--- config.mk ---
export PLATFORM = sky130hd
export DESIGN_NAME = apb_mem_slave_param_flat
export DESIGN_NICKNAME = d
export VERILOG_FILES = /design/src/rtl/apb_mem_pkg.sv /design/src/rtl/apb_mem_slave_param_if.sv /design/src/rtl/apb_mem_array.sv /design/src/rtl/apb_mem_slave_param.sv /design/src/flat_wrapper.sv
export SDC_FILE = /design/constraint.sdc
export NUM_CORES = 2
export LEC_CHECK = 0
export ABC_AREA = 1
export CORE_MARGIN = 2
export CORE_UTILIZATION = 30
export DETAILED_ROUTE_END_ITERATION = 12
export PLACE_DENSITY_LB_ADDON = 0.25
export SETUP_SLACK_MARGIN = 0.5
export SYNTH_ARGS = -nofsm -noshare
export SYNTH_HDL_FRONTEND = slang
export SYNTH_SLANG_ARGS = --single-unit
--- constraint.sdc ---
create_clock -name pclk -period 3.9 [get_ports pclk]
set_clock_uncertainty 0.15 [all_clocks]
set_input_delay 0.39 -clock pclk [delete_from_list [all_inputs] [get_ports pclk]]
set_output_delay 0.39 -clock pclk [all_outputs]
set_load 0.02 [all_outputs]
--- src/rtl/apb_mem_pkg.sv ---
`default_nettype none
// +----------------------------------------------------------------------------+
// | apb_mem_pkg : FSM state type, sizing helpers and default geometry          |
// | Rev 1.0                                                                    |
// +----------------------------------------------------------------------------+
package apb_mem_pkg;

  typedef enum logic [1:0] {
    IDLE = 2'd0,
    WAIT = 2'd1,
    ACC  = 2'd2
  } apb_mem_state_t;

  function automatic int clog2(input int value);
    int r;
    r = 0;
    for (int i = 0; i < 31; i++) begin
      if ((1 << i) < value) r = i + 1;
    end
    return r;
  endfunction

  // Index width never collapses to zero so a DEPTH=1 RAM still has a port.
  function automatic int idx_w(input int depth);
    return (clog2(depth) < 1) ? 1 : clog2(depth);
  endfunction

  localparam int DEF_DATA_WIDTH = 32;
  localparam int DEF_DEPTH      = 64;
  localparam int STRB_W         = DEF_DATA_WIDTH / 8;
  localparam int IDX_W          = idx_w(DEF_DEPTH);

endpackage
`default_nettype wire

--- src/rtl/apb_mem_slave_param_if.sv ---
`default_nettype none
// +----------------------------------------------------------------------------+
// | apb_mem_slave_param_if : APB3/APB4 bus bundle with master/slave views      |
// | Rev 1.0                                                                    |
// +----------------------------------------------------------------------------+
interface apb_mem_slave_param_if #(
  parameter int ADDR_WIDTH = 12,
  parameter int DATA_WIDTH = 32
);
  logic                      psel;
  logic                      penable;
  logic                      pwrite;
  logic [ADDR_WIDTH-1:0]     paddr;
  logic [DATA_WIDTH-1:0]     pwdata;
  logic [DATA_WIDTH/8-1:0]   pstrb;
  logic                      pready;
  logic [DATA_WIDTH-1:0]     prdata;
  logic                      pslverr;

  modport master (
    output psel, penable, pwrite, paddr, pwdata, pstrb,
    input  pready, prdata, pslverr
  );

  modport slave (
    input  psel, penable, pwrite, paddr, pwdata, pstrb,
    output pready, prdata, pslverr
  );
endinterface
`default_nettype wire

--- src/rtl/apb_mem_array.sv ---
`default_nettype none
// +----------------------------------------------------------------------------+
// | apb_mem_array : single-port RAM, byte-enable write, registered read        |
// | Rev 1.0                                                                    |
// +----------------------------------------------------------------------------+
module apb_mem_array
  import apb_mem_pkg::*;
#(
  parameter int DATA_WIDTH = DEF_DATA_WIDTH,
  parameter int DEPTH      = DEF_DEPTH
) (
  input  logic                       clk,
  input  logic                       we,
  input  logic [DATA_WIDTH/8-1:0]    be,
  input  logic [idx_w(DEPTH)-1:0]    idx,
  input  logic [DATA_WIDTH-1:0]      wdata,
  output logic [DATA_WIDTH-1:0]      rdata
);
  localparam int c_strb_w = DATA_WIDTH / 8;

  logic [DATA_WIDTH-1:0] r_mem [DEPTH];

  always_ff @(posedge clk) begin
    if (we) begin
      for (int b = 0; b < c_strb_w; b++) begin
        if (be[b]) r_mem[idx][8*b +: 8] <= wdata[8*b +: 8];
      end
    end
    rdata <= r_mem[idx];
  end
endmodule
`default_nettype wire

--- src/rtl/apb_mem_slave_param.sv ---
`default_nettype none
// +----------------------------------------------------------------------------+
// | apb_mem_slave_param : parametrised APB memory slave with wait states and   |
// | PSTRB lanes; APB_MEM_SLVERR_EN enables range/alignment error responses.    |
// | Rev 1.0                                                                    |
// +----------------------------------------------------------------------------+
module apb_mem_slave_param
  import apb_mem_pkg::*;
#(
  parameter int DATA_WIDTH  = DEF_DATA_WIDTH,
  parameter int DEPTH       = DEF_DEPTH,
  parameter int ADDR_WIDTH  = 12,
  parameter int WAIT_STATES = 0
) (
  input  logic                  pclk,
  input  logic                  prst,
  apb_mem_slave_param_if.slave  bus
);
  localparam int              c_strb_w = DATA_WIDTH / 8;
  localparam int              c_lsb    = clog2(c_strb_w);
  localparam int              c_idx_w  = idx_w(DEPTH);
  localparam int              c_word_w = ADDR_WIDTH - c_lsb;
  localparam logic [3:0]      c_wait   = 4'(WAIT_STATES);

  apb_mem_state_t        r_state;
  logic [3:0]            r_cnt;
  logic [c_idx_w-1:0]    r_idx;
  logic                  r_write;
  logic [DATA_WIDTH-1:0] r_wdata;
  logic [c_strb_w-1:0]   r_strb;
  logic                  r_err;
  logic                  r_pready;
  logic                  r_pslverr;
  logic                  r_rd_valid;

  logic [c_word_w-1:0]   w_word;
  logic [c_idx_w-1:0]    w_idx;
  logic                  w_err;
  logic [c_idx_w-1:0]    w_mem_idx;
  logic                  w_we;
  logic [DATA_WIDTH-1:0] w_rdata;

  assign w_word = bus.paddr[ADDR_WIDTH-1:c_lsb];

`ifdef APB_MEM_SLVERR_EN
  localparam logic [c_word_w:0] c_depth = (c_word_w + 1)'(DEPTH);
  logic w_misalign;

  generate
    if (c_lsb > 0) begin : g_align
      assign w_misalign = |bus.paddr[c_lsb-1:0];
    end else begin : g_no_align
      assign w_misalign = 1'b0;
    end
  endgenerate

  assign w_err = ({1'b0, w_word} >= c_depth) || w_misalign;
  assign w_idx = c_idx_w'(w_word);
`else
  generate
    if (c_lsb > 0) begin : g_unused_lsb
      logic w_unused_lsb;
      assign w_unused_lsb = ^bus.paddr[c_lsb-1:0];
    end
  endgenerate

  assign w_err = 1'b0;
  assign w_idx = c_idx_w'(w_word % DEPTH);
`endif

  // RAM reads the live bus address during setup so zero-wait reads have data in ACC.
  assign w_mem_idx = (r_state == IDLE) ? w_idx : r_idx;
  assign w_we      = (r_state == ACC) && r_write && !r_err && !prst;

  apb_mem_array #(
    .DATA_WIDTH (DATA_WIDTH),
    .DEPTH      (DEPTH)
  ) u_array (
    .clk   (pclk),
    .we    (w_we),
    .be    (r_strb),
    .idx   (w_mem_idx),
    .wdata (r_wdata),
    .rdata (w_rdata)
  );

  always_ff @(posedge pclk) begin
    if (prst) begin
      r_state    <= IDLE;
      r_cnt      <= 4'd0;
      r_pready   <= 1'b0;
      r_pslverr  <= 1'b0;
      r_rd_valid <= 1'b0;
    end else begin
      r_pready   <= 1'b0;
      r_pslverr  <= 1'b0;
      r_rd_valid <= 1'b0;
      unique case (r_state)
        IDLE: begin
          if (bus.psel && !bus.penable) begin
            r_idx   <= w_idx;
            r_write <= bus.pwrite;
            r_wdata <= bus.pwdata;
            r_strb  <= bus.pstrb;
            r_err   <= w_err;
            r_cnt   <= c_wait;
            if (WAIT_STATES == 0) begin
              r_state    <= ACC;
              r_pready   <= 1'b1;
              r_pslverr  <= w_err;
              r_rd_valid <= !bus.pwrite && !w_err;
            end else begin
              r_state <= WAIT;
            end
          end
        end
        WAIT: begin
          r_cnt <= r_cnt - 4'd1;
          if (!bus.psel || !bus.penable) begin
            r_state <= IDLE;
          end else if (r_cnt == 4'd1) begin
            r_state    <= ACC;
            r_pready   <= 1'b1;
            r_pslverr  <= r_err;
            r_rd_valid <= !r_write && !r_err;
          end
        end
        ACC: begin
          r_state <= IDLE;
        end
        default: begin
          r_state <= IDLE;
        end
      endcase
    end
  end

  assign bus.pready  = r_pready;
  assign bus.pslverr = r_pslverr;
  assign bus.prdata  = r_rd_valid ? w_rdata : '0;

endmodule
`default_nettype wire

--- src/flat_wrapper.sv ---
// flat-port wrapper written by rule: the top's interface ports become plain ports
module apb_mem_slave_param_flat import apb_mem_pkg::*;
#(
  parameter int DATA_WIDTH  = DEF_DATA_WIDTH,
  parameter int DEPTH       = DEF_DEPTH,
  parameter int ADDR_WIDTH  = 12,
  parameter int WAIT_STATES = 0
)
  (pclk, prst, bus_psel, bus_penable, bus_pwrite, bus_paddr, bus_pwdata, bus_pstrb, bus_pready, bus_prdata, bus_pslverr);
  apb_mem_slave_param_if #(.ADDR_WIDTH(ADDR_WIDTH), .DATA_WIDTH(DATA_WIDTH)) bus_i ();
  input  logic pclk;
  input  logic prst;
  input wire logic [$bits(bus_i.psel)-1:0] bus_psel;
  input wire logic [$bits(bus_i.penable)-1:0] bus_penable;
  input wire logic [$bits(bus_i.pwrite)-1:0] bus_pwrite;
  input wire logic [$bits(bus_i.paddr)-1:0] bus_paddr;
  input wire logic [$bits(bus_i.pwdata)-1:0] bus_pwdata;
  input wire logic [$bits(bus_i.pstrb)-1:0] bus_pstrb;
  output wire logic [$bits(bus_i.pready)-1:0] bus_pready;
  output wire logic [$bits(bus_i.prdata)-1:0] bus_prdata;
  output wire logic [$bits(bus_i.pslverr)-1:0] bus_pslverr;
  assign bus_i.psel = bus_psel;
  assign bus_i.penable = bus_penable;
  assign bus_i.pwrite = bus_pwrite;
  assign bus_i.paddr = bus_paddr;
  assign bus_i.pwdata = bus_pwdata;
  assign bus_i.pstrb = bus_pstrb;
  assign bus_pready = bus_i.pready;
  assign bus_prdata = bus_i.prdata;
  assign bus_pslverr = bus_i.pslverr;
  apb_mem_slave_param #(.DATA_WIDTH(DATA_WIDTH), .DEPTH(DEPTH), .ADDR_WIDTH(ADDR_WIDTH), .WAIT_STATES(WAIT_STATES)) u_core (.pclk(pclk), .prst(prst), .bus(bus_i));
endmodule
# --- Word-level counts from Yosys, hierarchy flattened ---
# Memory sizes are Yosys's and may differ from the RTL's. A register that Yosys moved wholly into a read port is not among the register bits.
# Cells that the tools add are included.
totals:
  regBits: 51
  ram_bits: 2048
  memories: 1
memory_table:
  columns: ["name", "depth", "word_bits", "rd", "rd_clocked_by_memory_dff", "write_ports", "line_no", "source"]
  rows:
  - ["u_core.u_array.r_mem", 64, 32, 1, 1, 1, "apb_mem_array.sv:21", "logic [DATA_WIDTH-1:0] r_mem [DEPTH];"]
classes:
  addsub: 1
  n_eq_ne: 5
  muxes: 28
  bitwise: 1
  n_reduce_logical: 14
op_table:
  columns: ["cell", "count"]
  rows:
  - ["$mux W32", 1]
  - ["$mux W1", 18]
  - ["$pmux W4 S2", 1]
  - ["$mux W2", 3]
  - ["$mux W6", 1]
  - ["$logic_not A1 Y1", 5]
  - ["$eq A4 B1 Y1 const B", 1]
  - ["$mux W4", 1]
  - ["$pmux W1 S2", 2]
  - ["$pmux W2 S2", 1]
  - ["$reduce_and A2 Y1", 2]
  - ["$sub A4 B1 Y4 const B", 1]
  - ["$logic_and A1 B1 Y1", 3]
  - ["$ne A3 B1 Y1 const B", 1]
  - ["$reduce_and A3 Y1", 1]
  - ["$eq A2 B1 Y1 const B", 1]
  - ["$eq A2 B2 Y1 const B", 1]
  - ["$logic_not A2 Y1", 1]
  - ["$ne A2 B2 Y1 const B", 1]
  - ["$reduce_bool A2 Y1", 1]
  - ["$logic_or A1 B1 Y1", 1]
  - ["$not A1 Y1", 1]

# --- Depth between registers and ports, before layout ---
depth:
  ltp_word: 5
  mapped_depth: 13

# --- Hierarchy ---
# From an unflattened synthesis, not the netlist that was laid out.
hier_totals:
  cells_unflattened: 8869
  area_unflattened_um2: 89450.8
by_module_without_submodules:
  columns: ["mod", "n_inst", "cells_per_inst", "area_each_um2", "seq_area_each_um2"]
  rows:
  - ["apb_mem_array", 1, 8723, 87700.4, 62139.6]
  - ["apb_mem_slave_param", 1, 146, 1750.4, 1351.3]

# --- Worst setup path after synthesis ---
# OpenSTA, ideal clock, no wires.
synth_timing:
  path_kind: "reg-to-reg"
  startpoint: "register u_core.r_state[1]"
  endpoint: "register u_core.r_idx[0], enable pin"
  t_arrival_ps: 3490
  t_required_ps: 3253
  setup_slack_ps: -237
  stages_incl_launch_ff: 3
  path_buffers: 1
  period_less_slack_ps: 4137
  path_cell_list: "dfxtp_1 buf_4 nor3_1"
synth_between:
  elab_chain_len: 2
synth_rtl:
  columns: ["item", "line_no", "source"]
  rows:
  - ["start: declaration", "apb_mem_slave_param.sv:25", "apb_mem_state_t r_state;"]
  - ["start signal: assignment", "apb_mem_slave_param.sv:89", "r_state <= IDLE;"]
  - ["start signal: assignment", "apb_mem_slave_param.sv:108", "r_state <= ACC;"]
  - ["start signal: assignment", "apb_mem_slave_param.sv:113", "r_state <= WAIT;"]
  - ["$logic_not A2 Y1", "apb_mem_slave_param.sv:98", "unique case (r_state)"]
  - ["$reduce_and A3 Y1 (no source line)", null, null]
  - ["end signal: assignment", "apb_mem_slave_param.sv:101", "r_idx <= w_idx;"]
  - ["end: declaration", "apb_mem_slave_param.sv:27", "logic [c_idx_w-1:0] r_idx;"]
# Every way passes these cells.
# A chain may end at the register's enable or synchronous reset.

# --- Final worst setup path ---
layout_timing:
  startpoint: "register u_core.r_rd_valid"
  endpoint: "output bus_prdata[3]"
layout_between:
  elab_chain_len: 1
layout_rtl:
  columns: ["item", "line_no", "source"]
  rows:
  - ["start: declaration", "apb_mem_slave_param.sv:34", "logic r_rd_valid;"]
  - ["start signal: assignment", "apb_mem_slave_param.sv:111", "r_rd_valid <= !bus.pwrite && !w_err;"]
  - ["start signal: assignment", "apb_mem_slave_param.sv:125", "r_rd_valid <= !r_write && !r_err;"]
  - ["$mux W32", "apb_mem_slave_param.sv:140", "assign bus.prdata = r_rd_valid ? w_rdata : '0;"]
  - ["end: declaration", "flat_wrapper.sv:20", "output wire logic [$bits(bus_i.prdata)-1:0] bus_prdata;"]
# Every way passes these cells.

==> impl_metrics.tcl <==
set metrics [dict create \
    status "finished clean" \
    swShare 0.234 \
    powerDensity_nw_per_um2 449 \
    ios 87 \
    overflow 0 \
    required_ns 3.36 \
    timing.final.ws_setup_ns 0.530 \
    fin_nets 9533 \
    synth_compound_area_frac 0.0193 \
    multi_input_area_sq_um 18700 \
    regArea_sq_um 63500 \
    mostFrequentLayoutCell "nand2_1" \
    final_layout_size_suffix_gt1_frac 0.0915 \
    total_leakage_power_nw 46.1 \
    dp.final_hpwl_microns 172000 \
    fin_crit_sh 0.864 \
    grt_use_total 0.170 \
    switchingPower_mw 11.3 \
    sequentialPowerShare 0.522 \
    drv_slew 0 \
    synthSimpleGateAreaFrac 0.183 \
    vias_per_cell 4.39 \
    detail_route.wl_per_cell_microns 19.5 \
    cts-buffers-inserted 219 \
    drtPass1Iterations 8 \
    hold_viol_final 0 \
    yosys_warnings 0 \
    synth_mux_area_frac 0 \
    syn_inst 9000 \
    drt-initial-drc-count 5282 \
    synth_fa_ha_area_frac 0 \
    area_growth_syn_to_layout_pct 17.3 \
    power_frac_clock 0.412 \
    stdcell_count 13647 \
    period_needed_ns 3.37 \
    slowest_delay_ns 0.71 \
    maxCapViolations 0 \
    vias 59950 \
    port_buffers 79 \
    n_fill_cell 30076 \
    yosysSeqAreaShare 0.694 \
    die_x_microns 556 \
    synthXorXnorAreaFrac 0 \
    globalplace.congestion 0.858 \
    min_from "bus_pwdata[26]" \
    crit_path_start "u_core.r_rd_valid$_SDFF_PP0_" \
    placed_cells 13199 \
    grt_pass1_vias 57053 \
    path_delay_family "buffers and inverters" \
    avgSynthCellArea_sq_um 10.2 \
    drcViolationCount 0 \
    worstPathMaxFanout 13 \
    die_area_sq_um 309000 \
    htree_levels 4 \
    initial_core_util 0.302 \
    rsz0062_at_grt "false" \
    cts_tree "done" \
    clk_latency_ns 0.88 \
    maxSlewHeadroom 0.297 \
    synth_top_family_by_area "simple AND/OR/NAND/NOR gates" \
    p_total_mw 48.2 \
    fin_tns_setup_ns 0 \
    internal_power_mw 36.9 \
    cts.clk_slew.worst_paths_ns 0.06 \
    fin_area_sq_um 107000 \
    hp-class "input port to flip-flop" \
    crit_type "flip-flop to output pin" \
    routed_wl_microns 266000 \
    crit_slowest_cell "clkdlybuf4s50_1" \
    arrival_ns 2.83 \
    post-place-ws_ns 0.148 \
    worstPathCellList "nand2_1, inv_1, clkdlybuf4s50_1" \
    grt_pass1_wl_microns 386000 \
    synthesis.area_sq_um 91500 \
    crit_buf_inv 2 \
    ys_seq_elements 2126 \
    placedInstanceArea_sq_um 100000 \
    pwr-share-comb 0.066 \
    worstMarginPinSlew_ns 1.05 \
    cts_root_buf "clkbuf_16" \
    fp.dieH_microns 556 \
    rows 202 \
    clockBufferDepth 3 \
    antenna_found_initial 12 \
    fmax_ghz 0.297 \
    synth.distinct_cells 21 \
    end_kind "output pin" \
    grt_max_degree 100 \
    cp-start-kind "flip-flop" \
    cts_sinks 2126 \
    setup_viol 0 \
    mostFrequentLayoutCells "nand2_1, edfxtp_1, inv_1" \
    syn_nets 9053 \
    reg2reg_from "u_core.r_state[1]$_SDFFE_PP0P_" \
    irDropWorstVdd_uv 383 \
    core-area_sq_um 303000 \
    ant_nets 0 \
]
## power groups by stage
stage / sequential, mW / clock, mW / combinational, mW
after global placement: 25.7 / 0 / 3.17
after detailed placement: 25.7 / 0 / 3.19
after CTS: 25.2 / 20.3 / 3.24
after global routing: 25.1 / 21.1 / 3.51
final: 25.2 / 19.8 / 3.18
after floorplan: 25.6 / 0 / 1.74
## routing by layer
metal  wire length (microns)  global-route usage
met1                  115000               0.219
met2                  126000               0.284
met3                   14100              0.0274
met4                   10800              0.0680
met5                       0                   0
## flip-flops by register name, summed over array words and instances, names as in the netlist
| register | cells |
|---|---|
| u_core.u_array.r_mem | 2048 |
| u_core.r_wdata | 32 |
| u_core.r_idx | 6 |
| u_core.r_strb | 4 |
| u_core.bus.pready | 1 |
| u_core.r_state | 1 |
| u_core.u_array.rdata | 32 |
| u_core.r_rd_valid | 1 |
| u_core.r_write | 1 |
## timing repair
item                                   4_1_cts  5_1_grt
buffers inserted                             5        0
hold buffers                                33        0
endpoints found under the hold margin       33        0
pin swaps                                    1        0
gates resized for setup                     14        3
setup endpoints to repair                  216      330
## worst paths after layout
kind | to | slack [ns] | cells after the start
setup / recovery | bus_prdata[3] | 0.53 | 3
hold / removal | u_core.r_wdata[26]$_DFFE_PP_ | 0.05 | 1
setup reg to reg | u_core.u_array.r_mem[51][3]$_DFFE_PP_ | 0.59 | 8
hold reg to reg | u_core.u_array.r_mem[13][7]$_DFFE_PP_ | 0.45 | 0
## Yosys cell counts
library cell	count	area, sq um
buf_1	2	7.51
buf_2	317	1590
buf_4	9	67.6
buf_6	1	11.3
clkbuf_1	71	267
conb_1	1	3.75
dfxtp_1	35	701
edfxtp_1	2091	62800
inv_1	1995	7490
inv_2	4	15.0
nand2_1	2748	10300
nand2_2	5	31.3
nand3_1	928	4640
nor2_1	418	1570
nor2_2	3	18.8
nor2_4	8	90.1
nor3_1	5	25.0
nor3_2	6	60.1
nor4_1	1	6.26
o21ai_0	16	80.1
o21ai_1	336	1680
## cell type report
cell class	instances	area share
antenna	11	0.000257
clock buffer	282	0.0542
clock inverter	117	0.00807
inverter	1999	0.0699
multi-input combinational	4475	0.174
sequential	2126	0.592
tap	3978	0.0464
timing repair buffer	659	0.0549
## kinds of logic (layout without fill, tap and decap cells)
group           after synthesis  in the layout
buf+inv                    2399           3057
compound gates              352            352
simple gates               4122           4122
other cells                   1             12
flops                      2126           2126
## through the flow
| step | utilization | hold WS (ns) |
|---|---|---|
| 3_3_place_gp | 0.330 | 0.463 |
| 2_1_floorplan | - | 0.317 |
| 4_1_cts | 0.354 | 0.00226 |
| 6_report | 0.354 | 0.0499 |
| 5_1_grt | 0.354 | 0.0242 |
| 3_5_place_dp | 0.330 | 0.474 |
Note: power is estimated with default switching activity, not from simulation.
